[src/rtl/battle_turn_sequencer.sv]
// Battle turn sequencer: runs one player-vs-boss encounter, owns both HP
// registers and paces every on-screen phase by video frame ticks.
//
// state          | meaning
// S_NO_BATTLE    | idle on the overworld
// S_INIT_BOSS    | load max HP, clear result (one cycle)
// S_START_BATTLE | intro on screen for SHOW_FRAMES ticks
// S_USER_TURN    | waiting for the player's move
// S_SHOW_USER    | player move on screen
// S_BOSS_TURN    | boss move drawn from the LFSR (one cycle)
// S_SHOW_BOSS    | boss move on screen
// S_BATTLE_OVER  | result held until battle_bit drops
module battle_turn_sequencer #(
  parameter int HP_W        = 8,
  parameter int USER_MAX_HP = 100,
  parameter int BOSS_MAX_HP = 120,
  parameter int SHOW_FRAMES = 60
) (
  input  logic            clk,
  input  logic            reset,
  input  logic            battle_bit,
  input  logic            frame_tick,
  input  logic            key_valid,
  input  logic [1:0]      key_move,
  output logic            key_ready,
  output logic [HP_W-1:0] user_hp,
  output logic [HP_W-1:0] boss_hp,
  output logic [2:0]      phase,
  output logic            show_valid,
  output logic [1:0]      show_move,
  output logic            show_is_boss,
  output logic            battle_done,
  output logic            user_won
);

  typedef enum logic [2:0] {
    S_NO_BATTLE    = 3'd0,
    S_INIT_BOSS    = 3'd1,
    S_START_BATTLE = 3'd2,
    S_USER_TURN    = 3'd3,
    S_SHOW_USER    = 3'd4,
    S_BOSS_TURN    = 3'd5,
    S_SHOW_BOSS    = 3'd6,
    S_BATTLE_OVER  = 3'd7
  } state_t;

  localparam int CNT_W = $clog2(SHOW_FRAMES + 1);
  localparam logic [CNT_W-1:0] CNT_LAST = CNT_W'(SHOW_FRAMES - 1);

  localparam logic [HP_W-1:0] USER_MAX   = HP_W'(USER_MAX_HP);
  localparam logic [HP_W-1:0] BOSS_MAX   = HP_W'(BOSS_MAX_HP);
  localparam logic [HP_W-1:0] DMG_TACKLE = HP_W'(10);
  localparam logic [HP_W-1:0] DMG_EMBER  = HP_W'(15);
  localparam logic [HP_W-1:0] DMG_BLAST  = HP_W'(20);
  localparam logic [HP_W-1:0] HEAL_USER  = HP_W'(12);
  localparam logic [HP_W-1:0] BOSS_DMG0  = HP_W'(8);
  localparam logic [HP_W-1:0] BOSS_DMG1  = HP_W'(12);
  localparam logic [HP_W-1:0] BOSS_DMG2  = HP_W'(16);
  localparam logic [HP_W-1:0] HEAL_BOSS  = HP_W'(10);

  state_t            r_state;
  logic [CNT_W-1:0]  r_frame_cnt;
  logic [7:0]        r_lfsr;
  logic [HP_W-1:0]   r_user_hp;
  logic [HP_W-1:0]   r_boss_hp;
  logic              r_key_ready;
  logic              r_show_valid;
  logic [1:0]        r_show_move;
  logic              r_show_is_boss;
  logic              r_battle_done;
  logic              r_user_won;

  state_t            w_state_nxt;
  logic              w_abort;
  logic              w_counting;
  logic              w_last_tick;
  logic              w_lfsr_fb;
  logic [1:0]        w_boss_move;
  logic [HP_W-1:0]   w_user_hp_pm;
  logic [HP_W-1:0]   w_boss_hp_pm;
  logic [HP_W-1:0]   w_user_hp_bm;
  logic [HP_W-1:0]   w_boss_hp_bm;

  // One extra bit catches the borrow / carry before clamping.
  function automatic logic [HP_W-1:0] sat_sub(input logic [HP_W-1:0] hp,
                                               input logic [HP_W-1:0] amt);
    logic [HP_W:0] t;
    t = {1'b0, hp} - {1'b0, amt};
    return t[HP_W] ? '0 : t[HP_W-1:0];
  endfunction

  function automatic logic [HP_W-1:0] sat_add(input logic [HP_W-1:0] hp,
                                               input logic [HP_W-1:0] amt,
                                               input logic [HP_W-1:0] max_hp);
    logic [HP_W:0] t;
    t = {1'b0, hp} + {1'b0, amt};
    return (t > {1'b0, max_hp}) ? max_hp : t[HP_W-1:0];
  endfunction

  assign w_lfsr_fb   = r_lfsr[7] ^ r_lfsr[5] ^ r_lfsr[4] ^ r_lfsr[3];
  assign w_boss_move = r_lfsr[1:0];
  assign w_abort     = !battle_bit && (r_state != S_NO_BATTLE) && (r_state != S_BATTLE_OVER);
  assign w_counting  = (r_state == S_START_BATTLE) || (r_state == S_SHOW_USER) ||
                       (r_state == S_SHOW_BOSS);
  assign w_last_tick = frame_tick && (r_frame_cnt == CNT_LAST);

  always_comb begin
    w_user_hp_pm = r_user_hp;
    w_boss_hp_pm = r_boss_hp;
    case (key_move)
      2'd0:    w_boss_hp_pm = sat_sub(r_boss_hp, DMG_TACKLE);
      2'd1:    w_boss_hp_pm = sat_sub(r_boss_hp, DMG_EMBER);
      2'd2:    w_boss_hp_pm = sat_sub(r_boss_hp, DMG_BLAST);
      default: w_user_hp_pm = sat_add(r_user_hp, HEAL_USER, USER_MAX);
    endcase
    w_user_hp_bm = r_user_hp;
    w_boss_hp_bm = r_boss_hp;
    case (w_boss_move)
      2'd0:    w_user_hp_bm = sat_sub(r_user_hp, BOSS_DMG0);
      2'd1:    w_user_hp_bm = sat_sub(r_user_hp, BOSS_DMG1);
      2'd2:    w_user_hp_bm = sat_sub(r_user_hp, BOSS_DMG2);
      default: w_boss_hp_bm = sat_add(r_boss_hp, HEAL_BOSS, BOSS_MAX);
    endcase
  end

  always_comb begin
    w_state_nxt = r_state;
    case (r_state)
      S_NO_BATTLE:    if (battle_bit) w_state_nxt = S_INIT_BOSS;
      S_INIT_BOSS:    w_state_nxt = S_START_BATTLE;
      S_START_BATTLE: if (w_last_tick) w_state_nxt = S_USER_TURN;
      S_USER_TURN:    if (key_valid && r_key_ready) w_state_nxt = S_SHOW_USER;
      S_SHOW_USER:    if (w_last_tick)
                        w_state_nxt = (r_boss_hp == '0) ? S_BATTLE_OVER : S_BOSS_TURN;
      S_BOSS_TURN:    w_state_nxt = S_SHOW_BOSS;
      S_SHOW_BOSS:    if (w_last_tick)
                        w_state_nxt = (r_user_hp == '0) ? S_BATTLE_OVER : S_USER_TURN;
      S_BATTLE_OVER:  if (!battle_bit) w_state_nxt = S_NO_BATTLE;
      default:        w_state_nxt = S_NO_BATTLE;
    endcase
    // Leaving the battle takes priority over any tick or handshake.
    if (w_abort) w_state_nxt = S_NO_BATTLE;
  end

  always_ff @(posedge clk) begin
    if (reset) begin
      r_state        <= S_NO_BATTLE;
      r_frame_cnt    <= '0;
      r_lfsr         <= 8'hA5;
      r_user_hp      <= '0;
      r_boss_hp      <= '0;
      r_key_ready    <= 1'b0;
      r_show_valid   <= 1'b0;
      r_show_move    <= 2'd0;
      r_show_is_boss <= 1'b0;
      r_battle_done  <= 1'b0;
      r_user_won     <= 1'b0;
    end else begin
      r_lfsr        <= {r_lfsr[6:0], w_lfsr_fb};
      r_state       <= w_state_nxt;
      r_key_ready   <= (w_state_nxt == S_USER_TURN);
      r_show_valid  <= (w_state_nxt == S_SHOW_USER) || (w_state_nxt == S_SHOW_BOSS);
      r_battle_done <= (w_state_nxt == S_BATTLE_OVER);

      // Any state change restarts the count, so an entry-cycle tick is dropped.
      if (w_state_nxt != r_state)
        r_frame_cnt <= '0;
      else if (w_counting && frame_tick)
        r_frame_cnt <= r_frame_cnt + CNT_W'(1);

      case (r_state)
        S_INIT_BOSS: begin
          r_user_hp  <= USER_MAX;
          r_boss_hp  <= BOSS_MAX;
          r_user_won <= 1'b0;
        end
        S_USER_TURN: if (w_state_nxt == S_SHOW_USER) begin
          r_user_hp      <= w_user_hp_pm;
          r_boss_hp      <= w_boss_hp_pm;
          r_show_move    <= key_move;
          r_show_is_boss <= 1'b0;
        end
        S_SHOW_USER: if (w_state_nxt == S_BATTLE_OVER) r_user_won <= 1'b1;
        S_BOSS_TURN: if (w_state_nxt == S_SHOW_BOSS) begin
          r_user_hp      <= w_user_hp_bm;
          r_boss_hp      <= w_boss_hp_bm;
          r_show_move    <= w_boss_move;
          r_show_is_boss <= 1'b1;
        end
        default: ;
      endcase
    end
  end

  assign key_ready    = r_key_ready;
  assign user_hp      = r_user_hp;
  assign boss_hp      = r_boss_hp;
  assign phase        = r_state;
  assign show_valid   = r_show_valid;
  assign show_move    = r_show_move;
  assign show_is_boss = r_show_is_boss;
  assign battle_done  = r_battle_done;
  assign user_won     = r_user_won;

endmodule

[config.mk]
export PLATFORM = sky130hd
export DESIGN_NAME = battle_turn_sequencer
export DESIGN_NICKNAME = d
export VERILOG_FILES = /design/src/rtl/battle_turn_sequencer.sv
export SDC_FILE = /design/constraint.sdc
export NUM_CORES = 1
export LEC_CHECK = 0
export ABC_AREA = 0
export BUFFER_PORTS_ARGS = -buffer_cell sky130_fd_sc_hd__buf_4
export CAP_MARGIN = 40
export CORE_MARGIN = 8
export CORE_UTILIZATION = 30
export CTS_CLUSTER_SIZE = 40
export DETAILED_ROUTE_END_ITERATION = 12
export GPL_TIMING_DRIVEN = 0
export HOLD_SLACK_MARGIN = 0.15
export SYNTH_ARGS = -nofsm -noshare
export SYNTH_HDL_FRONTEND = slang
export SYNTH_SLANG_ARGS = --single-unit
[constraint.sdc]
create_clock -name clk -period 3.75 [get_ports clk]
set_input_delay 0.1875 -clock clk [delete_from_list [all_inputs] [get_ports clk]]
set_output_delay 0.1875 -clock clk [all_outputs]
set_load 0.01 [all_outputs]
# --- Word level (Yosys, flattened, before mapping) ---
# Cells that the tools add are included.
word_totals:
  register_bits: 40
  input_bits: 7
  out_inout_bits: 26
classes:
  add_sub_neg: 9
  order_cmp: 2
  n_eq_ne: 25
  muxes: 36
  n_bitwise: 3
  reduce_logical: 25
ops:
  columns: ["cell", "count"]
  rows:
  - ["8-bit 2-to-1 mux", 14]
  - ["8-bit one-hot mux with 3 select lines", 4]
  - ["8-bit by 4-bit subtractor with 9-bit output, second input constant", 4]
  - ["3-bit 2-to-1 mux", 8]
  - ["3-bit one-hot mux with 8 select lines", 1]
  - ["3-bit == test, second input constant", 7]
  - ["8-bit by 4-bit adder with 9-bit output, second input constant", 2]
  - ["9-bit by 7-bit > comparator with 1-bit output, second input constant", 2]
  - ["8-bit by 5-bit subtractor with 9-bit output, second input constant", 2]
  - ["8-bit logical NOT", 2]
  - ["5-bit AND reduction", 2]
  - ["3-bit by 2-bit == test with 1-bit output, second input constant", 3]
  - ["2-bit != test, second input constant", 4]
  - ["4-bit by 1-bit != test with 1-bit output, second input constant", 2]
  - ["6-bit by 1-bit adder with 6-bit output, second input constant", 1]
  - ["6-bit == test, second input constant", 1]
  - ["2-bit 2-to-1 mux", 3]
  - ["3-bit nonzero test", 2]
  - ["3-bit OR reduction", 2]
  - ["1-bit logical AND", 5]
  - ["2-bit by 1-bit == test with 1-bit output, second input constant", 2]
  - ["2-bit == test, second input constant", 2]
  - ["2-bit logical NOT", 2]
  - ["1-bit one-hot mux with 2 select lines", 2]
  - ["other kinds (14)", 21]

# --- Longest topological paths before layout ---
# Gate-level depths: netlist of run 1.
depth:
  depth_word: 8
  ltp_mapped: 9
  ltp_nobuf: 8

# --- Worst setup path after synthesis of run 1 ---
# No wires, ideal clock.
synth_timing:
  kind: "register to register"
  startpoint: "register r_user_hp[4] (netlist: user_hp[4])"
  endpoint: "register r_user_hp[7] (netlist: user_hp[7])"
  setup_time_ns: 0.130
  arrival_ns: 2.192
  t_required_ns: 3.620
  setup_slack_ns: 1.427
  stages_incl_launch_ff: 10
  n_path_buf: 1
  path_cell_list: "dfxtp_1 > clkbuf_1 > inv_1 > ha_1 > or3b_2 > nand2_1 > a21oi_1 > o221a_2 > a211oi_1 > o41ai_1"
synth_via:
  elab_chain_cells: 8
  elab_cells_between_ends: 24
synth_rtl:
  columns: ["element", "line_no", "source"]
  rows:
  - ["from (decl)", "64", "logic [HP_W-1:0] r_user_hp;"]
  - ["from (signal assigned)", "178", "r_user_hp <= w_user_hp_pm;"]
  - ["from (signal assigned)", "185", "r_user_hp <= w_user_hp_bm;"]
  - ["parallel branches: the longest is 8 deep, another holds 8-bit by 4-bit adder with 9-bit output", null, null]
# Several ways; the timed one is not identified. The select of a mux whose other input is x is not followed.
# A chain may end at the register's enable or synchronous reset.

# --- Worst setup path after layout of run 1 ---
layout_timing:
  startpoint: "register r_boss_hp[3] (netlist: boss_hp[3])"
  endpoint: "register r_boss_hp[3] (netlist: boss_hp[3])"
layout_via:
  elab_chain_cells: 8
  elab_cells_between_ends: 24
layout_rtl:
  columns: ["element", "line_no", "source"]
  rows:
  - ["from (decl)", "65", "logic [HP_W-1:0] r_boss_hp;"]
  - ["from (signal assigned)", "179", "r_boss_hp <= w_boss_hp_pm;"]
  - ["from (signal assigned)", "186", "r_boss_hp <= w_boss_hp_bm;"]
  - ["parallel branches: the longest is 8 deep, another holds 8-bit by 4-bit adder with 9-bit output", null, null]
# Several ways; the timed one is not identified. The select of a mux whose other input is x is not followed.

==> reports/qor.yml, run 1 <==
layout.nets: 491
start_util_pct: 30.4
status: "complete, no violations"
cp-start-kind: "register"
highest_layer: "met4"
grt.total_usage_pct: 12.8
core_area_sq_um: 10700
io_pins: 33
place_area_sq_um: 3660
ys.flop_type: "dfxtp_1"
dp_hpwl_mm: 6.95
htreeDepth: 2
cellPowerDensity_nw_per_um2: 321
drive_above_1_share_pct: 14.9
required_ps: 3930
avgSynthCellArea_sq_um: 7.82
crit_path_end_kind: "register"
clk-insertion-delay-late_ps: 290
drt-met1-wl_mm: 4.48
dieArea_sq_um: 14400
fmax_ghz: 0.378
leakagePower_uw: 0.00150
cts_sinks: 38
fin_skew_ps: 8.07
hold_end: "show_move[0]"
dr_wl_met3_um: 516
ant_nets: 0
utilization_pct: 35.5
synth-edff-count: 0
hold_depth: 3
cts_buffer_depth: 2
r2r_start: "boss_hp[3]"
rsz0062_at_grt: "false"
die_h_um: 120
path_max_fanout: 9
cap_violations: 0
max-vdd-ir-drop_v: 0.000179
min_from: "key_move[0]"
yosysTopAreaCellShare_pct: 23.4
netlist_area_sq_um: 3250
cts.clk_slew.worst_paths_ps: 80
cts_root_buf: "clkbuf_8"
finalCriticalPeriod_ps: 2640
post_cts_buffers: 0
ys_types: 72
worst-setup-path-type: "register to register"
placed_cells: 587
final_area_sq_um: 3800
final_cell_mix: "38 x dfxtp_1, 34 x nor2_1, 33 x nand2_1, 33 x buf_4, 30 x ha_1"
worst_r2r_path_depth: 9
hold_violations: 0
stdcell_count: 595
grt-ovfl-total: 0
gp_congestion: 0.891
setup_viol: 0
antenna_found_initial: 0
drv_slew: 0
ys_warn_count: 0
rows: 38
worst_slew_pin_slew_ps: 804
yosys-top-cells-area: "dfxtp_1 23%, ha_1 12%, nor2_1 3.9%, nand2_1 3.8%, a21oi_1 3.7%"
synth_top_cell_by_area: "dfxtp_1"
arrival_ps: 2820
relSlewSlack_pct: 46.2
min_path_type: "input pin to register"
drt-total-wl_mm: 9.27
port_buffers: 30
async_flop_share_pct: 0
drc: 0
viasPerCell: 5.37
setup_tns_ps: 0
die_x_um: 120
final_common_cell: "dfxtp_1"
met2WireLength_mm: 4.13
cts_hold_buf: 0
via_count: 3194
area_delta_synth_final_pct: 16.8
synthCells: 416
fin_crit_sh_pct: 70.5
dr.pass1.iters: 4
r2r-end: "boss_hp[3]"
grt_max_degree: 13
cts_tree: "built"
num_antenna_cells: 0
seq_area_frac_synth_pct: 23.4
cts_resized: 0
grt_first_pass_wirelength_mm: 15.4
cts_buffers: 5
grt_pass1_vias: 3099
wire_per_inst_um: 15.6
drtIter0Drc: 172
ys_ff_latch: 38
reg2reg_slack_ps: 1110
==> synth_stat cells (9+ instances only) <==
cell type and n:
nand2_1 33, nor3_1 13, nand3_1 9, xor2_1 9, ha_1 30, xnor2_1 11
clkbuf_1 18, inv_1 18, nor2_1 34, dfxtp_1 38, a21oi_1 24, nor2b_1 10
o21ai_0 15
==> worst max-delay path: stages, from the launching register on <==
cell and delay (ps):
dfxtp_1 390, clkbuf_1 360, inv_1 250, ha_1 260
a21boi_0 170, o21ai_0 110, a221o_1 330, o2111ai_1 210
nand2_1 180, a221oi_1 280
==> worst max path at each step <==
| stage | from | end | slack (ps) | cells after the start |
|---|---|---|---|---|
| after floorplan | user_hp[4] | user_hp[7] | 1430 | 9 |
| after global placement | user_hp[4] | user_hp[7] | 1190 | 9 |
| after detailed placement | boss_hp[3] | boss_hp[3] | 1150 | 9 |
| after CTS | boss_hp[3] | boss_hp[3] | 1120 | 9 |
| after global routing | boss_hp[3] | boss_hp[3] | 830 | 9 |
| final | boss_hp[3] | boss_hp[3] | 1110 | 9 |
==> state kept, by name, indices dropped and copies added, names as in the netlist <==
| register | flops |
|---|---|
| r_lfsr | 8 |
| show_move | 2 |
| phase | 3 |
| r_frame_cnt | 6 |
| user_won | 1 |
| show_valid | 1 |
| boss_hp | 8 |
| key_ready | 1 |
| show_is_boss | 1 |
| battle_done | 1 |
| user_hp | 6 |
==> kinds of logic (layout without fill, tap and decap cells) <==
family | Yosys count | count (layout) | synth area share (%)
muxes | 4 | 4 | 1.31
buffers and inverters | 48 | 86 | 6.38
adders and majority gates | 30 | 30 | 11.5
DFF | 38 | 38 | 23.4
other | 1 | 2 | 0.115
xor gates and xnor gates | 20 | 20 | 5.38
and+or+nand+nor | 153 | 153 | 25.8
AOI/OAI and AO/OA | 122 | 122 | 26.1
==> cell type report <==
| type | instances | area (sq um) |
|---|---|---|
| fillers | 1132 | 6900 |
| clock inverters | 2 | 60.1 |
| flip-flops and latches | 38 | 761 |
| multi-input cells | 331 | 2290 |
| plain buffers | 30 | 140 |
| repair buffers | 30 | 225 |
| inverters | 18 | 67.6 |
| clock buffers | 6 | 82.6 |
| well taps | 140 | 175 |
==> power breakdown <==
group          switching, uW  total, uW  internal [uW]
Clock                    146        430            284
Sequential              25.2        448            423
Combinational            205        342            136
==> stage by stage <==
stage | total power [uW] | setup WS, ps | hold WS [ps]
floorplan | 695 | 1430 | 350
global placement | 790 | 1190 | 397
detailed placement | 794 | 1150 | 406
CTS | 1230 | 1120 | 204
global route | 1290 | 825 | 215
finish | 1220 | 1110 | 213
==> routing by layer <==
metal	up-vias	GRT usage, %
met2	85	20.3
met4	0	3.43
met5	-	0
met1	1499	17.0
li1	1596	-
met3	14	2.82
Note: power is estimated with default switching activity, not from simulation.
==> inputs of run 2 (changes only) <==
--- a/config.mk
+++ b/config.mk
@@ -5,7 +5,7 @@
 export SDC_FILE = /design/constraint.sdc
 export NUM_CORES = 1
 export LEC_CHECK = 0
-export ABC_AREA = 0
+export ABC_AREA = 1
 export BUFFER_PORTS_ARGS = -buffer_cell sky130_fd_sc_hd__buf_4
 export CAP_MARGIN = 40
 export CORE_MARGIN = 8
==> constraint.sdc (replaced) <==
create_clock -name clk -period 2.75 [get_ports clk]
set_input_delay 0.1375 -clock clk [delete_from_list [all_inputs] [get_ports clk]]
set_output_delay 0.1375 -clock clk [all_outputs]
set_load 0.01 [all_outputs]
==> reports/qor.yml, run 2 <==
grt.total_usage_pct: 12.4
hold_violations: 0
ys_warn_count: 0
netlist_top_cells_count: "115 x nand2_1, 79 x nor2_1, 58 x inv_1, 40 x o21ai_0, 38 x dfxtp_1"
status: "complete, no violations"
dieArea_sq_um: 14500
cellPowerDensity_nw_per_um2: 460
synthMostInstantiatedCell: "nand2_1"
grt_pass1_vias: 3184
fmax_ghz: 0.407
via_count: 3364
setup_viol: 0
regArea_sq_um: 761
final_common_cell: "nand2_1"
grt_max_degree: 14
avgSynthCellArea_sq_um: 6.28
io_pins: 33
synthCells: 520
ant_nets: 0
wire_per_inst_um: 12.6
drtIter0Drc: 225
start_util_pct: 30.4
worst_r2r_path_depth: 18
cap_violations: 0
cts_hold_buf: 0
ys_ff_latch: 38
leakagePower_uw: 0.00192
drt-total-wl_mm: 8.83
num_antenna_cells: 0
cts.clk_slew.worst_paths_ps: 80
cts_root_buf: "clkbuf_8"
seq_area_frac_synth_pct: 23.3
htreeDepth: 2
fin_crit_sh_pct: 89.3
multiInputGateArea_sq_um: 2160
final_cell_mix: "115 x nand2_1, 79 x nor2_1, 58 x inv_1"
dp_hpwl_mm: 6.90
max-vdd-ir-drop_v: 0.000269
arrival_ps: 2660
grt-ovfl-total: 0
cts_buffers: 5
rsz0062_at_grt: "false"
ys_types: 39
drv_slew: 0
rows: 38
cp-start-kind: "register"
synth_top_cell_by_area: "dfxtp_1"
netlist_area_sq_um: 3260
grt_first_pass_wirelength_mm: 15.0
yosysTopAreaCellShare_pct: 23.3
drc: 0
path_max_fanout: 10
port_buffers: 29
worst-setup-path-type: "register to register"
dr.pass1.iters: 5
power_uw: 1750
hold_depth: 2
synth-edff-count: 0
async_flop_share_pct: 0
setup_tns_ps: 0
cts_sinks: 38
die_x_um: 120
worst_slew_pin_slew_ps: 539
yosys-top-cells-area: "dfxtp_1 23%, nand2_1 13%, ha_1 12%, nor2_1 9.1%, inv_1 6.7%"
ys.flop_type: "dfxtp_1"
area_delta_synth_final_pct: 16.4
clk-insertion-delay-late_ps: 300
core_area_sq_um: 10700
viasPerCell: 4.82
relSlewSlack_pct: 64.1
setup_ws_ps: 295
min_path_type: "input pin to register"
fin_skew_ps: 5.05
gp_congestion: 0.882
cts_resized: 0
die_h_um: 120
finalCriticalPeriod_ps: 2460
antenna_found_initial: 0
cts_tree: "built"
required_ps: 2950
cts_buffer_depth: 2
crit_path_end_kind: "register"
dpl_worst_slack_ps: 325
fillers: 1176
post_cts_buffers: 0
drive_above_1_share_pct: 13.3
layout.nets: 594
run 2: changes by cell type after synthesis, sizes merged, moves of 16 or more:
cell	change
o21ai	+31
nand2	+88
nand3	+28
nor2	+48
inv	+48
clkbuf	-16
run 2: path summary, 6_finish.rpt:
check | from | end | slack (ps)
min reg2reg | r_lfsr[2] | r_lfsr[3] | 420
max | user_hp[4] | boss_hp[6] | 290
max reg2reg | user_hp[4] | boss_hp[6] | 290
min | reset | show_move[0] | 220
run 2: through the flow:
step	cells	hold slack, ps	util (%)	cell area [sq um]
floorplan	521	388	-	3270
global placement	690	397	34.1	3660
detailed placement	690	402	34.1	3660
CTS	698	229	35.3	3800
global route	698	250	35.3	3800
finish	698	222	35.3	3800
run 2: power by group:
part,switching (uW),internal [uW],leakage (uW)
Combinational,337,190,0.00155
Clock,233,364,0.0000683
Sequential,41.8,583,0.000311
Total,611,1140,0.00192
run 2: metal layers:
layer / global-route usage (%) / wire length [um] / vias to the layer above / share of wire [%]
met5: 0 / 0 / - / 0
met3: 2.05 / 326 / 15 / 3.7
li1: - / - / 1740 / -
met1: 15.5 / 4130 / 1539 / 47
met4: 5.39 / 190 / 0 / 2.2
met2: 20.8 / 4190 / 70 / 47
run 2: final cells by class:
cell class,count,area share (%)
Clock buffer,5,1.81
Multi-Input combinational cell,400,57.0
Sequential cell,38,20.0
Tap cell,140,4.61
Buffer,16,2.41
Timing Repair Buffer,29,5.73
Inverter,67,6.62
Clock inverter,3,1.81
run 2: cells by family (layout without fill, tap and decap cells):
family          count (synthesis)  count (layout)  synth area share (%)
simple gates                  265             265                  35.5
buf+inv                        83             120                  10.5
flops                          38              38                  23.3
xor+xnor                       21              21                  5.64
fa+ha+maj                      30              30                  11.5
other cells                     1               2                 0.115
compound gates                 82              82                  13.4
run 2: worst max-delay path: stages (launching register included):
cell	delay, ps
dfxtp_1	420
clkbuf_1	270
inv_1	170
ha_1	260
nand2_1	60
inv_1	40
nand2_1	100
nand3_1	80
nand2_1	80
nand2_2	60
nand2_2	110
inv_2	70
nand2_2	80
nand2_4	100
nand4_4	130
buf_6	160
nand2_1	60
nand2_1	50
nor2_1	40
